==> config.mk <==
export PLATFORM = sky130hd
export DESIGN_NAME = seg7_scan_display_flat
export DESIGN_NICKNAME = d
export VERILOG_FILES = /design/src/rtl/seg7_scan_display_pkg.sv /design/src/rtl/seg7_scan_display_if.sv /design/src/rtl/seg7_scan_display_hex_to_seg7.sv /design/src/rtl/seg7_scan_display.sv /design/src/flat_wrapper.sv
export SDC_FILE = /design/constraint.sdc
export NUM_CORES = 1
export LEC_CHECK = 0
export CAP_MARGIN = 5
export CORE_ASPECT_RATIO = 1.75
export CORE_MARGIN = 8
export CORE_UTILIZATION = 25
export CTS_CLUSTER_SIZE = 28
export DETAILED_ROUTE_END_ITERATION = 10
export PLACE_DENSITY_LB_ADDON = 0.1
export RECOVER_POWER = 25
export SETUP_SLACK_MARGIN = 0.05
export SLEW_MARGIN = 40
export SYNTH_ARGS = -nofsm -noshare
export SYNTH_HDL_FRONTEND = slang
export SYNTH_SLANG_ARGS = --single-unit
==> constraint.sdc <==
create_clock -name io_clk -period 3.3 [get_ports io_clk]
set_input_delay 0.33 -clock io_clk [delete_from_list [all_inputs] [get_ports io_clk]]
set_output_delay 0.33 -clock io_clk [all_outputs]
set_load 0.02 [all_outputs]
==> src/rtl/seg7_scan_display_pkg.sv <==
// Shared definitions for 7-segment displays: segment bit order and hex glyph table.
package seg7_scan_display_pkg;

    // Segment vector bit order, MSB first: {g,f,e,d,c,b,a}. Bit 0 is segment a.
    typedef struct packed {
        logic g;
        logic f;
        logic e;
        logic d;
        logic c;
        logic b;
        logic a;
    } seg7_t;

    // Active-high glyphs for 0..F; entry [n] is the glyph for nibble n.
    localparam logic [15:0][6:0] SEG7_LUT = {
        7'h71, 7'h79, 7'h5E, 7'h39, 7'h7C, 7'h77, 7'h6F, 7'h7F,
        7'h07, 7'h7D, 7'h6D, 7'h66, 7'h4F, 7'h5B, 7'h06, 7'h3F
    };

endpackage

==> src/rtl/seg7_scan_display_if.sv <==
// Port bundle between the output register file (master) and the scan display (slave).
// Inputs are plain level signals with no handshake: the display samples them only at
// frame snapshots, so the master may change them on any cycle.
interface seg7_scan_display_if;
    logic [31:0] value_in;
    logic [7:0]  dp_in;
    logic        blank_lz;
    logic [7:0]  an;
    logic [6:0]  seg;
    logic        dp;
    logic        frame_tick;

    modport master (
        output value_in, dp_in, blank_lz,
        input  an, seg, dp, frame_tick
    );

    modport slave (
        input  value_in, dp_in, blank_lz,
        output an, seg, dp, frame_tick
    );
endinterface

==> src/rtl/seg7_scan_display_hex_to_seg7.sv <==
// Combinational nibble-to-glyph decoder, active-high segments.
module hex_to_seg7
    import seg7_scan_display_pkg::*;
(
    input  logic [3:0] nib_i,
    output seg7_t      seg_o
);
    assign seg_o = SEG7_LUT[nib_i];
endmodule

==> src/rtl/seg7_scan_display.sv <==
// Time-multiplexed 8-digit hex display. The shown value is snapshotted only at
// frame boundaries so a store landing mid-scan never produces a torn display.
module seg7_scan_display
    import seg7_scan_display_pkg::*;
#(
    parameter int CLK_DIV        = 50000,
    parameter int BLANK_CYCLES   = 16,
    parameter int NUM_DIGITS     = 8,
    parameter int ACTIVE_LOW_SEG = 1,
    parameter int ACTIVE_LOW_AN  = 1
) (
    input logic                 io_clk,
    input logic                 reset,
    seg7_scan_display_if.slave  bus
);
    localparam int             PW         = (CLK_DIV > 1) ? $clog2(CLK_DIV) : 1;
    localparam logic [PW-1:0]  PRESC_LAST = PW'(CLK_DIV - 1);
    localparam logic [PW-1:0]  BLANK_END  = PW'(BLANK_CYCLES);
    localparam logic [2:0]     DIGIT_LAST = 3'(NUM_DIGITS - 1);
    // Nibbles at or above NUM_DIGITS are ignored when looking for leading zeros.
    localparam logic [31:0]    DIGIT_MASK = (NUM_DIGITS >= 8) ? 32'hFFFF_FFFF
                                          : 32'((64'd1 << (4 * NUM_DIGITS)) - 64'd1);
    localparam logic [7:0]     AN_INV     = (ACTIVE_LOW_AN != 0)  ? 8'hFF : 8'h00;
    localparam logic [6:0]     SEG_INV    = (ACTIVE_LOW_SEG != 0) ? 7'h7F : 7'h00;
    localparam logic           DP_INV     = (ACTIVE_LOW_SEG != 0);

    logic [PW-1:0] presc_q, presc_d;
    logic [2:0]    digit_q, digit_d;
    logic [31:0]   shadow_value_q;
    logic [7:0]    shadow_dp_q;
    logic          shadow_blz_q;
    logic          load_pending_q;
    logic          frame_tick_q;
    logic [7:0]    an_q, an_d;
    logic [6:0]    seg_q, seg_d;
    logic          dp_q, dp_d;

    logic          presc_wrap;
    logic          end_of_frame;
    logic          load;
    logic [3:0]    nib;
    logic [31:0]   upper_nibbles;
    logic          digit_blank;
    logic          in_blank_window;
    seg7_t         glyph;

    hex_to_seg7 u_dec (
        .nib_i (nib),
        .seg_o (glyph)
    );

    // Scan position, snapshot trigger and the pin values for the current slot.
    always_comb begin
        presc_wrap      = (presc_q == PRESC_LAST);
        end_of_frame    = presc_wrap && (digit_q == DIGIT_LAST);
        load            = load_pending_q || end_of_frame;

        presc_d         = presc_wrap ? '0 : presc_q + 1'b1;
        digit_d         = digit_q;
        if (presc_wrap) begin
            digit_d     = (digit_q == DIGIT_LAST) ? 3'd0 : digit_q + 3'd1;
        end

        nib             = shadow_value_q[{digit_q, 2'b00} +: 4];
        // A digit is a leading zero when it and every more-significant digit are zero.
        upper_nibbles   = (shadow_value_q & DIGIT_MASK) >> {digit_q, 2'b00};
        digit_blank     = shadow_blz_q && (digit_q != 3'd0) && (upper_nibbles == 32'd0);
        in_blank_window = (presc_q < BLANK_END);

        an_d            = AN_INV;
        if (!in_blank_window && !digit_blank) begin
            an_d        = (8'h01 << digit_q) ^ AN_INV;
        end
        seg_d           = glyph ^ SEG_INV;
        dp_d            = (shadow_dp_q[digit_q] && !digit_blank) ^ DP_INV;
    end

    // Scan counters and snapshot registers.
    always_ff @(posedge io_clk) begin
        if (reset) begin
            presc_q        <= '0;
            digit_q        <= 3'd0;
            shadow_value_q <= 32'd0;
            shadow_dp_q    <= 8'd0;
            shadow_blz_q   <= 1'b0;
            load_pending_q <= 1'b1;
            frame_tick_q   <= 1'b0;
        end else begin
            presc_q        <= presc_d;
            digit_q        <= digit_d;
            frame_tick_q   <= load;
            if (load) begin
                shadow_value_q <= bus.value_in;
                shadow_dp_q    <= bus.dp_in;
                shadow_blz_q   <= bus.blank_lz;
                load_pending_q <= 1'b0;
            end
        end
    end

    // Registered pin drivers, reset to the inactive level.
    always_ff @(posedge io_clk) begin
        if (reset) begin
            an_q  <= AN_INV;
            seg_q <= SEG_INV;
            dp_q  <= DP_INV;
        end else begin
            an_q  <= an_d;
            seg_q <= seg_d;
            dp_q  <= dp_d;
        end
    end

    assign bus.an         = an_q;
    assign bus.seg        = seg_q;
    assign bus.dp         = dp_q;
    assign bus.frame_tick = frame_tick_q;

endmodule

==> src/flat_wrapper.sv <==
// flat-port wrapper written by rule: the top's interface ports become plain ports
module seg7_scan_display_flat import seg7_scan_display_pkg::*;
#(
    parameter int CLK_DIV        = 50000,
    parameter int BLANK_CYCLES   = 16,
    parameter int NUM_DIGITS     = 8,
    parameter int ACTIVE_LOW_SEG = 1,
    parameter int ACTIVE_LOW_AN  = 1
)
  (io_clk, reset, bus_value_in, bus_dp_in, bus_blank_lz, bus_an, bus_seg, bus_dp, bus_frame_tick);
  seg7_scan_display_if bus_i ();
  input logic io_clk;
  input logic reset;
  input wire logic [$bits(bus_i.value_in)-1:0] bus_value_in;
  input wire logic [$bits(bus_i.dp_in)-1:0] bus_dp_in;
  input wire logic [$bits(bus_i.blank_lz)-1:0] bus_blank_lz;
  output wire logic [$bits(bus_i.an)-1:0] bus_an;
  output wire logic [$bits(bus_i.seg)-1:0] bus_seg;
  output wire logic [$bits(bus_i.dp)-1:0] bus_dp;
  output wire logic [$bits(bus_i.frame_tick)-1:0] bus_frame_tick;
  assign bus_i.value_in = bus_value_in;
  assign bus_i.dp_in = bus_dp_in;
  assign bus_i.blank_lz = bus_blank_lz;
  assign bus_an = bus_i.an;
  assign bus_seg = bus_i.seg;
  assign bus_dp = bus_i.dp;
  assign bus_frame_tick = bus_i.frame_tick;
  seg7_scan_display #(.CLK_DIV(CLK_DIV), .BLANK_CYCLES(BLANK_CYCLES), .NUM_DIGITS(NUM_DIGITS), .ACTIVE_LOW_SEG(ACTIVE_LOW_SEG), .ACTIVE_LOW_AN(ACTIVE_LOW_AN)) u_core (.io_clk(io_clk), .reset(reset), .bus(bus_i));
endmodule
==> results.cfg, run 1 <==
[run_status]
status = finished with violations
failed_checks = max-capacitance violations, max-slew violations

[worst_setup_path]
endpoint_kind = register
crit_type = reg2reg
worstPathArrival_ns = 2.95
cp-start-kind = register
cp.required_ns = 3.56
path_max_fanout = 19

[synthesis]
synth_top_area_frac = 0.428
yosysUniqueCellTypes = 50
yosysSeqAreaShare = 0.428
synth-main-ff-cell = dfxtp_1
synth_top_area_cell = dfxtp_1
synth-seq-cells = 78
synth_area_leaders = dfxtp_1 43%, nand2_1 9.7%, a21oi_1 6.9%
synth.avg_cell_area_um2 = 8.62
syn-cell-area_um2 = 3650
synth-edff-count = 0
syn_inst = 423
synth_nets = 478
synth_warnings = 0
synthArstFlopShare = 0

[detailed_routing]
first_pass_iters = 4
drtAntennaViolNets = 0
dr_total_vias = 3104
remaining_drc_errors = 0
routed_wl_um = 10300
drt_iter0_drc = 102
drt-wirelength-per-cell_um = 15.5
route.detailed.vias_per_inst = 4.70

[pwr]
p_int_mw = 1.69
power.share.clock = 0.434
p_leak_nw = 1.71
combPwrFrac = 0.108
irDropWorstVdd_mv = 0.225
power_switching_uw = 531
powerDensity_nw_per_um2 = 472
p_seq_frac = 0.459
p_sw_frac = 0.239

[cts]
cts.sinks = 78
htree_levels = 3
cts-hold-fix-buffers = 0
cts_resized = 0
cts_root_buffer = clkbuf_16
cts_buffer_depth = 2
post-cts-setup-buffers = 0
cts_tree = yes
path_clk_slew_ns = 0.06
numCtsBuffers = 9
clk_latency_ns = 0.34

[global_route]
grt_pass1_vias = 3166
grt_max_degree = 43
grt_overflow = 0
grt_first_pass_wirelength_um = 16700
antenna_found_initial = 0
grt_use_total = 0.114

[run]
maxCapViolations = 1

[placement]
dpl.hpwl_um = 8010
gp_congestion = 0.846
numPortBuffers = 59
placedCellCount = 645

[sta]
hold_violations = 0
setup_viol = 0
min_period_over_period = 0.815
report.final.slew_viol_count = 41
maxSlewHeadroom = -0.164
post-route-min-period_ns = 2.69
tightest_slew_ns = 1.75
max_freq_mhz = 372
skew_ns = 0.00571
fin_setup_tns_ns = 0
rsz0062_at_grt = no

[floorplan]
ios = 60
rows = 58
die_h_um = 176
dieArea_um2 = 18900
core_area_um2 = 14300
dieWidth_um = 107
start_util = 0.255

[final_layout]
layout.nets = 531
final_common_cell = nand2_1
finalNonFillerCells = 661
areaGrowthSynthToFinish_pct = 28.9
diodes = 0
drive_gt1_frac = 0.0894
layout_common_cells = 94 x nand2_1, 78 x dfxtp_1, 49 x a21oi_1, 41 x clkdlybuf4s50_1, 39 x nor2_1
fillCellCount = 1500

[hold_path]
hold_path_class = reg2reg
==> area by class of cell <==
class	instances	area, um2	area share
sequential	78	1560	0.332
multi-input combinational	310	1940	0.413
clock inverter	4	47.5	0.0101
timing repair buffer	66	646	0.137
clock buffer	12	236	0.0503
inverter	11	41.3	0.00879
tap	180	225	0.0479
==> metrics by stage <==
stage	instance area [um2]	setup WS, ns	util	hold WS, ns	power [mW]
6_report	4700	0.611	0.329	0.453	2.22
5_1_grt	4700	0.346	0.329	0.470	2.32
4_1_cts	4700	0.559	0.329	0.454	2.25
3_5_place_dp	4420	0.576	0.309	0.447	1.29
3_3_place_gp	4420	0.647	0.309	0.439	1.28
2_1_floorplan	3650	0.914	-	0.420	1.17
==> cell usage after synthesis, types with 2 or more instances <==
master and n:
inv_1 6, nor4_1 7, a21o_1 2, xor2_1 6
buf_2 9, nor2_1 39, o21bai_1 2, nand2b_1 2
and3_1 2, mux2i_1 7, clkbuf_1 14, a21oi_1 50
xnor2_1 8, nor2b_1 3, nand3_1 11, ha_1 12
or2_1 2, nand2_1 94, o31ai_1 2, mux4_2 9
nor3_1 14, o21ai_1 3, nand4_1 6, a211oi_1 3
nor3b_1 2, mux4_1 2, inv_2 5, dfxtp_1 78
o22ai_1 2
==> worst max-delay path, cell delays in order (launching register included) <==
cell	delay, ns
dfxtp_1	0.79
mux4_2	0.43
mux2i_1	0.38
ha_1	0.26
nand2_1	0.06
nor2_1	0.17
nand4_4	0.14
or2_4	0.29
a31oi_2	0.12
==> logic make-up after synthesis <==
group,synth area share
compound gates,0.120
xor+xnor,0.0336
fa+ha+maj,0.0412
buf+inv,0.0402
flops,0.428
mux,0.0985
simple gates,0.238
==> layer usage <==
| layer | GRT usage | share of wire | vias up |
|---|---|---|---|
| met5 | 0 | 0 | - |
| met3 | 0.0257 | 0.042 | 20 |
| met2 | 0.213 | 0.57 | 63 |
| met1 | 0.114 | 0.37 | 1461 |
| li1 | - | - | 1560 |
| met4 | 0.0578 | 0.026 | 0 |
==> power groups by stage <==
stage / Clock, mW / Combinational (mW) / Sequential (mW)
after floorplan: 0 / 0.132 / 1.03
after CTS: 0.989 / 0.247 / 1.02
after global placement: 0 / 0.245 / 1.04
final: 0.962 / 0.239 / 1.02
after global routing: 1.03 / 0.268 / 1.02
after detailed placement: 0 / 0.247 / 1.04
==> path summary, 6_finish.rpt <==
kind,startpoint,end,slack [ns],depth (start not counted)
worst max-delay path,u_core.digit_q[1],u_core.bus.dp,0.61,8
worst min-delay path,u_core.shadow_dp_q[0],u_core.shadow_dp_q[0],0.45,2
worst max register to register,u_core.digit_q[1],u_core.bus.dp,0.61,8
worst min register to register,u_core.shadow_dp_q[0],u_core.shadow_dp_q[0],0.45,2
==> sequential cells by signal, summed over array words and instances, names as in the netlist <==
name and count:
u_core.load_pending_q 1, u_core.digit_q 3, u_core.bus.dp 1, u_core.bus.an 8, u_core.bus.frame_tick 1, u_core.shadow_value_q 32, u_core.bus.seg 7, u_core.shadow_blz_q 1
u_core.shadow_dp_q 8, u_core.presc_q 16
Note: power is estimated with default switching activity, not from simulation.
==> run 2, diff against run 1 <==
Clock period 3.3 ns to 2.5 ns, I/O delays scaled along.
==> results.cfg, run 2 (synthesis results as in run 1) <==
[placement]
dpl.hpwl_um = 8530
gp_congestion = 0.856
numPortBuffers = 59

[floorplan]
dieWidth_um = 107
ios = 60
start_util = 0.255
dieArea_um2 = 18900
die_h_um = 176
core_area_um2 = 14300
rows = 58

[global_route]
grt_pass1_vias = 3300
grt_max_degree = 42
grt_first_pass_wirelength_um = 17200
antenna_found_initial = 0
grt_overflow = 0
grt_use_total = 0.119

[sta]
fin_setup_tns_ns = 0
rsz0062_at_grt = no
post-route-min-period_ns = 2.31
skew_ns = 0.00505
tightest_slew_ns = 1.28
max_freq_mhz = 433
maxSlewHeadroom = 0.144
report.final.slew_viol_count = 0
min_period_over_period = 0.923
setup_viol = 0
hold_violations = 0

[cts]
path_clk_slew_ns = 0.06
cts.sinks = 78
cts_root_buffer = clkbuf_16
post-cts-setup-buffers = 0
cts_buffer_depth = 2
cts_tree = yes
cts-hold-fix-buffers = 0
numCtsBuffers = 9
htree_levels = 3
clk_latency_ns = 0.34

[worst_setup_path]
r2r-end = u_core.bus.dp
r2r_start = u_core.digit_q[0]
worstPathArrival_ns = 2.57
cp_slowest_stage_delay_ns = 0.53
rrSetupSlack_ns = 0.19
cp_cell_sequence = mux4_2, mux2_2, inv_2, ha_1, nand2_1, nor2_2, nand4_4, or2_4, a31oi_2
cp.required_ns = 2.76
critPathTopFamily = multiplexers
reg2regPathDepth = 9
cp-start-kind = register
crit_type = reg2reg
path_max_fanout = 8
path_buf_inv = 1
critPathLaunch = u_core.digit_q[0]
endpoint_kind = register
crit_path_top_delay_cell = mux4_2

[detailed_routing]
dr_total_vias = 3186
routed_wl_um = 10900
drtAntennaViolNets = 0
route.detailed.vias_per_inst = 4.68
first_pass_iters = 4
remaining_drc_errors = 0
drt-wirelength-per-cell_um = 16.0
drt_iter0_drc = 112

[final_layout]
fillCellCount = 1488
layout.nets = 552
regMostFlops = u_core.shadow_value_q
final_core_util = 0.342
multi_input_comb_area_um2 = 1950
register_area_um2 = 1570
areaGrowthSynthToFinish_pct = 34.2
diodes = 0
final_common_cell = nand2_1
top_regs = u_core.shadow_value_q x32, u_core.presc_q x16
drive_gt1_frac = 0.138
largest_reg_flops = 32
layout_common_cells = 94 x nand2_1, 76 x dfxtp_1, 49 x a21oi_1, 41 x clkdlybuf4s50_1, 38 x nor2_1

[hold_path]
min_delay_path_depth = 2
hold_path_class = reg2reg
hold_start = u_core.shadow_dp_q[4]
holdPathEnd = u_core.shadow_dp_q[4]

[pwr]
powerDensity_nw_per_um2 = 615
irDropWorstVdd_mv = 0.313
p_leak_nw = 1.83

[run_status]
status = finished clean

[run]
maxCapViolations = 0
[run 2: changes by cell type in the layout (fill, tap and decap cells not counted), sizes merged]
| cell | previous run | this run |
|---|---|---|
| clkinvlp | 1 | 0 |
| buf | 6 | 25 |
| clkbuf | 14 | 16 |
[run 2: layout make-up]
cell class / count / share of cell area
multi-input cells: 310 / 0.398
flip-flops and latches: 78 / 0.320
repair buffers: 87 / 0.166
clock buffers: 12 / 0.0524
well taps: 180 / 0.0460
clock inverters: 3 / 0.00895
inverters: 11 / 0.00844
[run 2: worst min-delay path: cells and delay by family, from the launching register on]
| kind | cells | cell delay (ns) |
|---|---|---|
| AOI/OAI and AO/OA | 1 | 0.05 |
| and+or+nand+nor | 1 | 0.05 |
| DFF | 1 | 0.31 |
[run 2: worst max-delay path by stage]
stage,endpoint,slack [ns],cells past startpoint
CTS,u_core.bus.dp,0.06,8
global route,u_core.bus.dp,0.08,9
global placement,u_core.bus.dp,0.05,9
detailed placement,u_core.bus.dp,-0.04,8
finish,u_core.bus.dp,0.19,9
floorplan,u_core.bus.dp,0.11,10
[run 2: through the flow]
step / instances / setup WS (ns) / cell area [um2] / hold slack [ns] / total power [mW]
after CTS: 681 / 0.0575 / 4890 / 0.392 / 3.06
after global routing: 681 / 0.0768 / 4890 / 0.468 / 3.14
after floorplan: 423 / 0.114 / 3650 / 0.340 / 1.54
after detailed placement: 666 / -0.0372 / 4590 / 0.447 / 1.72
final: 681 / 0.191 / 4890 / 0.451 / 3.01
after global placement: 666 / 0.0476 / 4590 / 0.440 / 1.72
[run 2: where the power goes]
group | switching [mW] | internal (mW)
Clock | 0.509 | 0.823
Combinational | 0.166 | 0.176
Sequential | 0.0415 | 1.30
Total | 0.716 | 2.29
[run 2: what timing repair did]
item	in CTS	in global routing
hold endpoints to repair	0	0
cloned	0	0
setup endpoints to repair	4	4
gates resized for setup	2	3
[run 2: metal layers]
metal	track usage	wire length (um)
met1	0.116	4000
met2	0.221	6160
met3	0.0275	411
met4	0.0643	313
met5	0	0
